## src/rtl/pipe_sub_pkg.sv

```systemverilog
// Shared types and helpers for the pipelined ripple-borrow subtractor.
// stage_t is sized for the widest supported operand. Each instance uses only
// the low WIDTH bits, and synthesis trims the rest.
package pipe_sub_pkg;

  localparam int unsigned MAX_WIDTH = 64;

  // Payload carried by each pipeline stage.
  typedef struct packed {
    logic [MAX_WIDTH-1:0] a_rem;      // minuend; upper chunks are still unresolved
    logic [MAX_WIDTH-1:0] b_rem;      // subtrahend; upper chunks are still unresolved
    logic [MAX_WIDTH-1:0] diff;       // difference chunks resolved so far
    logic                 borrow;     // borrow out of the last resolved chunk
    logic                 approx_en;
    logic                 clamp_neg;
    logic                 valid;
  } stage_t;

  function automatic int unsigned num_stages(input int unsigned width,
                                             input int unsigned chunk);
    return width / chunk;
  endfunction

  // LSB position of chunk k.
  function automatic int unsigned chunk_lsb(input int unsigned k,
                                            input int unsigned chunk);
    return k * chunk;
  endfunction

endpackage

```

## src/rtl/pipe_borrow_sub_chunk.sv

```systemverilog
// sub_chunk: combinational CHUNK-bit ripple-borrow subtract slice.
// Ports: x/y   - operand chunks (x - y)
//        mask  - bits set here use no borrow-in (approximate bits)
//        bin   - borrow into bit 0
//        diff  - difference chunk
//        bout  - borrow out of the top bit
// A masked bit gives x^y. Its borrow-out is only the generate term ~x&y, so
// the first unmasked bit above a masked run sees the borrow of the top
// masked bit.
module sub_chunk #(
  parameter int unsigned CHUNK = 4
) (
  input  logic [CHUNK-1:0] x,
  input  logic [CHUNK-1:0] y,
  input  logic [CHUNK-1:0] mask,
  input  logic             bin,
  output logic [CHUNK-1:0] diff,
  output logic             bout
);

  logic brw;

  // Ripple the borrow from LSB to MSB.
  always_comb begin
    brw  = bin;
    diff = '0;
    for (int i = 0; i < int'(CHUNK); i++) begin
      if (mask[i]) begin
        diff[i] = x[i] ^ y[i];
        brw     = ~x[i] & y[i];
      end else begin
        diff[i] = x[i] ^ y[i] ^ brw;
        brw     = (~(x[i] ^ y[i]) & brw) | (~x[i] & y[i]);
      end
    end
    bout = brw;
  end

endmodule

```

## src/rtl/pipe_borrow_sub.sv

```systemverilog
// pipe_borrow_sub: pipelined ripple-borrow subtractor, diff = a - b.
// It resolves CHUNK bits per stage. An output register then applies the
// negative clamp. A beat accepted at edge N is visible after edge N+STAGES.
// Ports: clk, rst (async, active-high)
//        in_valid/in_ready   - input handshake; in_ready = ~out_valid | out_ready
//        a, b                - operands
//        approx_en           - low APPROX_BITS bits computed borrow-free
//        clamp_neg           - a negative result outputs diff = 0
//        out_valid/out_ready - output handshake
//        diff, borrow_out    - result and final borrow (borrow is never clamped)
module pipe_borrow_sub
  import pipe_sub_pkg::*;
#(
  parameter int unsigned WIDTH       = 16,
  parameter int unsigned CHUNK       = 4,
  parameter int unsigned APPROX_BITS = 4
) (
  input  logic             clk,
  input  logic             rst,
  input  logic             in_valid,
  output logic             in_ready,
  input  logic [WIDTH-1:0] a,
  input  logic [WIDTH-1:0] b,
  input  logic             approx_en,
  input  logic             clamp_neg,
  output logic             out_valid,
  input  logic             out_ready,
  output logic [WIDTH-1:0] diff,
  output logic             borrow_out
);

  localparam int unsigned STAGES = num_stages(WIDTH, CHUNK);
  localparam logic [CHUNK-1:0] AMASK = {CHUNK{1'b1}} >> (CHUNK - APPROX_BITS);

  // Elaboration-time parameter checks.
  if (WIDTH % CHUNK != 0) begin : g_bad_width
    $fatal(1, "pipe_borrow_sub: WIDTH must be a multiple of CHUNK");
  end
  if (APPROX_BITS < 1 || APPROX_BITS > CHUNK) begin : g_bad_approx
    $fatal(1, "pipe_borrow_sub: APPROX_BITS must be in 1..CHUNK");
  end
  if (WIDTH > MAX_WIDTH) begin : g_too_wide
    $fatal(1, "pipe_borrow_sub: WIDTH exceeds MAX_WIDTH");
  end

  logic en;

  // A single global enable stalls every stage together, so the pipeline
  // never drops or duplicates a beat.
  assign en       = ~out_valid | out_ready;
  assign in_ready = en;

  for (genvar k = 0; k < STAGES; k++) begin : g_stage
    localparam int unsigned LSB = chunk_lsb(k, CHUNK);

    stage_t           pin;
    stage_t           nxt;
    stage_t           q;
    logic [CHUNK-1:0] mask;
    logic [CHUNK-1:0] dchunk;
    logic             bout;

    if (k == 0) begin : g_first
      // Pack the incoming beat. Stage 0 has no borrow-in.
      always_comb begin
        pin           = '0;
        pin.a_rem     = MAX_WIDTH'(a);
        pin.b_rem     = MAX_WIDTH'(b);
        pin.approx_en = approx_en;
        pin.clamp_neg = clamp_neg;
        pin.valid     = in_valid;
      end
      assign mask = pin.approx_en ? AMASK : '0;
    end else begin : g_rest
      assign pin  = g_stage[k-1].q;
      assign mask = '0;
    end

    sub_chunk #(.CHUNK(CHUNK)) u_chunk (
      .x   (pin.a_rem[LSB +: CHUNK]),
      .y   (pin.b_rem[LSB +: CHUNK]),
      .mask(mask),
      .bin (pin.borrow),
      .diff(dchunk),
      .bout(bout)
    );

    // Forward the payload, inserting this stage's chunk and borrow.
    always_comb begin
      nxt                     = pin;
      nxt.diff[LSB +: CHUNK]  = dchunk;
      nxt.borrow              = bout;
    end

    // Stage register.
    always_ff @(posedge clk or posedge rst) begin
      if (rst) begin
        q <= '0;
      end else if (en) begin
        q <= nxt;
      end
    end
  end

  stage_t last;
  logic   unused_last;

  assign last        = g_stage[STAGES-1].q;
  assign unused_last = ^last;

  // Output register. Applies the clamp; the borrow is reported unmasked.
  always_ff @(posedge clk or posedge rst) begin
    if (rst) begin
      out_valid  <= 1'b0;
      diff       <= '0;
      borrow_out <= 1'b0;
    end else if (en) begin
      out_valid  <= last.valid;
      borrow_out <= last.borrow;
      diff       <= (last.clamp_neg && last.borrow) ? '0 : WIDTH'(last.diff);
    end
  end

endmodule

```

## config.mk

```make
export PLATFORM = sky130hd
export DESIGN_NAME = pipe_borrow_sub
export DESIGN_NICKNAME = d
export VERILOG_FILES = /design/src/rtl/pipe_sub_pkg.sv /design/src/rtl/pipe_borrow_sub_chunk.sv /design/src/rtl/pipe_borrow_sub.sv
export SDC_FILE = /design/constraint.sdc
export NUM_CORES = 1
export LEC_CHECK = 0
export ABC_AREA = 0
export BUFFER_PORTS_ARGS = -buffer_cell sky130_fd_sc_hd__buf_2
export CAP_MARGIN = 20
export CORE_ASPECT_RATIO = 1.75
export CORE_UTILIZATION = 59
export CTS_BUF_LIST = sky130_fd_sc_hd__clkbuf_16
export DETAILED_ROUTE_END_ITERATION = 12
export PLACE_DENSITY = 0.79
export SYNTH_ARGS = -nofsm -noshare
export SYNTH_HDL_FRONTEND = slang
export SYNTH_HIERARCHICAL = 1
export SYNTH_SLANG_ARGS = --single-unit
```

## constraint.sdc

```tcl
create_clock -name clk -period 3.67 [get_ports clk]
set_input_delay 0.1835 -clock clk [delete_from_list [all_inputs] [get_ports clk]]
set_output_delay 0.1835 -clock clk [all_outputs]
set_load 0.02 [all_outputs]
```

==> reports/results.tsv <==
metric	value	unit
grt_overflow	0	
fin_tns_setup	0	ns
crit_buf_inv	2	
area_growth	17.9	%
whs	0.0155	ns
synth_cell_types	18	
final_common_cell	dfrtp_1	
crit_type	flip-flop to flip-flop	
clk_pin_slew	0.05	ns
crit_top_cell	fa_1	
cp_slowest_cell	fa_1	
grt_pass1_wl	16300	um
rsz0062_at_grt	false	
post_drt_wl_per_cell	15.1	um
postCtsHoldBufs	15	
fin_area	0.00705	mm2
htree_num_levels	4	
syn_area	0.00598	mm2
routed_wl	9420	um
crit_required	3.96	ns
power.leakage	3.72	nW
start_util	60.7	%
cpPeakStageDelay	0.43	ns
ant_nets	0	
crit_chain	inv_1 > fa_1 > o21ai_0 > fa_1 > mux2_4 > fa_1 > mux2i_1 > fa_1 > inv_1 > mux2i_1 > mux2_4	
powerDensity	856	mW/mm2
tightest_slew	0.773	ns
hpwl	6220	um
cts_sinks	118	
fin_skew	0.00676	ns
fmax	348	MHz
first_pass_iters	4	
final.setup.worst_slack	0.795	ns
worst_setup_path_end_kind	flip-flop	
cp_top_family	adder cells	
die-height	135	um
dp_worst_setup_slack	0.774	ns
hold_path_class	input pin to flip-flop	
yosys_warnings	6	
hold_viol	0	
die_x	78.1	um
grt_antenna_before_repair	0	
clk_path_buf_depth	2	
peakVddDrop	0.480	mV
maxCapViolCount	0	
cp_max_fo	3	
grt_pass1_vias	3378	
maxSlewViolCount	0	
drive_gt1_share	41.9	%
min_period	2.88	ns
io_buffers	56	
rows	48	
place_area	0.00635	mm2
numCtsBuffers	17	
post_cts_buffers	0	
ctsResizeCount	0	
route.detailed.drc	0	
worstSkewPairLatency	0.40	ns
syn_avg_cell_area	15.7	um2
synthCells	380	
cts_tree	built	
die-area	0.0106	mm2
synth_seq_cells	118	
routed_via_density	5.09	
cts_root_buffer	clkbuf_16	
p_total	0.00604	W
status	complete, no violations	
grtUsageTotal	20.3	%
antenna_cells	0	
layout_common_cells	118 x dfrtp_1, 96 x mux2_4, 56 x buf_2	
yosysSeqAreaShare	49.4	%
fin_crit_sh	78.3	%
grt_max_degree	64	
nets	558	
critical_path_arrival	3.16	ns
globalplace.congestion	0.749	
io_pins	57	
fillers	653	
slew_headroom	48.5	%
worstSetupStartpointType	flip-flop	
setup_viol	0	
num_vias	3184	
coreArea	0.00985	mm2
first_iter_violations	136	
-- cells by family after synthesis --
group           after synthesis  synth area share [%]
mux                         127                  29.5
flops                       118                  49.4
buf+inv                      55                  6.42
fa+ha+maj                    32                  8.70
simple gates                 25                  3.12
compound gates               22                  2.85
other cells                   1                0.0627
-- cells in the mapped netlist --
master	count	area [um2]
buf_12	10	200
conb_1	1	3.75
fa_1	16	320
dfrtp_1	118	2950
o21ai_0	6	30.0
mux2_2	9	101
inv_1	39	146
nand2_1	7	26.3
nand2b_4	1	13.8
a31o_2	16	140
mux2i_1	22	220
buf_6	1	11.3
nand2b_1	1	6.26
ha_1	16	200
mux2_4	96	1440
buf_4	2	15.0
clkbuf_1	3	11.3
and3b_1	16	140
-- registers in the layout, summed over array words and instances (netlist names) --
signal and flops:
borrow_out 1, diff 16, g_stage.q 100, out_valid 1
-- worst paths after layout --
path	from	end	slack, ns	cells past startpoint
setup / recovery	g_stage[2].q[80]	g_stage[3].q[19]	0.79	11
hold / removal	a[11]	g_stage[0].q[143]	0.02	2
setup reg to reg	g_stage[2].q[80]	g_stage[3].q[19]	0.79	11
hold reg to reg	g_stage[3].q[0]	out_valid	0.47	1
max in group asynchronous	rst	g_stage[2].q[145]	2.22	4
min in group asynchronous	rst	g_stage[3].q[11]	0.47	3
-- worst reg2reg max path, stage by stage, from the launching register on --
cell and delay (ns):
dfrtp_1 0.40, inv_1 0.09, fa_1 0.17, o21ai_0 0.11, fa_1 0.38, mux2_4 0.28
fa_1 0.35, mux2i_1 0.16, fa_1 0.43, inv_1 0.07, mux2i_1 0.06, mux2_4 0.26
-- power breakdown --
part	switching [W]	internal, W
Clock	0.000545	0.000975
Sequential	0.000377	0.00188
Combinational	0.000903	0.00136
-- through the flow --
| stage | instances | utilization [%] |
|---|---|---|
| after floorplan | 409 | - |
| after global placement | 579 | 64.5 |
| after detailed placement | 579 | 64.5 |
| after CTS | 626 | 71.6 |
| after global routing | 626 | 71.6 |
| final | 626 | 71.6 |
-- per-layer routing --
metal	routed length [um]	global-route usage, %	up-vias
met5	0	0	-
met4	126	9.05	0
met3	274	4.78	12
met2	4860	33.0	56
met1	4160	25.8	1617
li1	-	-	1499
-- layout make-up --
type	instances	area [um2]	share of cell area (%)
tap	125	156	2.22
multi-input combinational	236	2750	39.0
timing repair buffer	76	493	6.99
sequential	118	2950	41.9
clock buffer	17	425	6.03
clock inverter	15	125	1.77
inverter	39	149	2.11
Note: power is estimated with default switching activity, not from simulation.
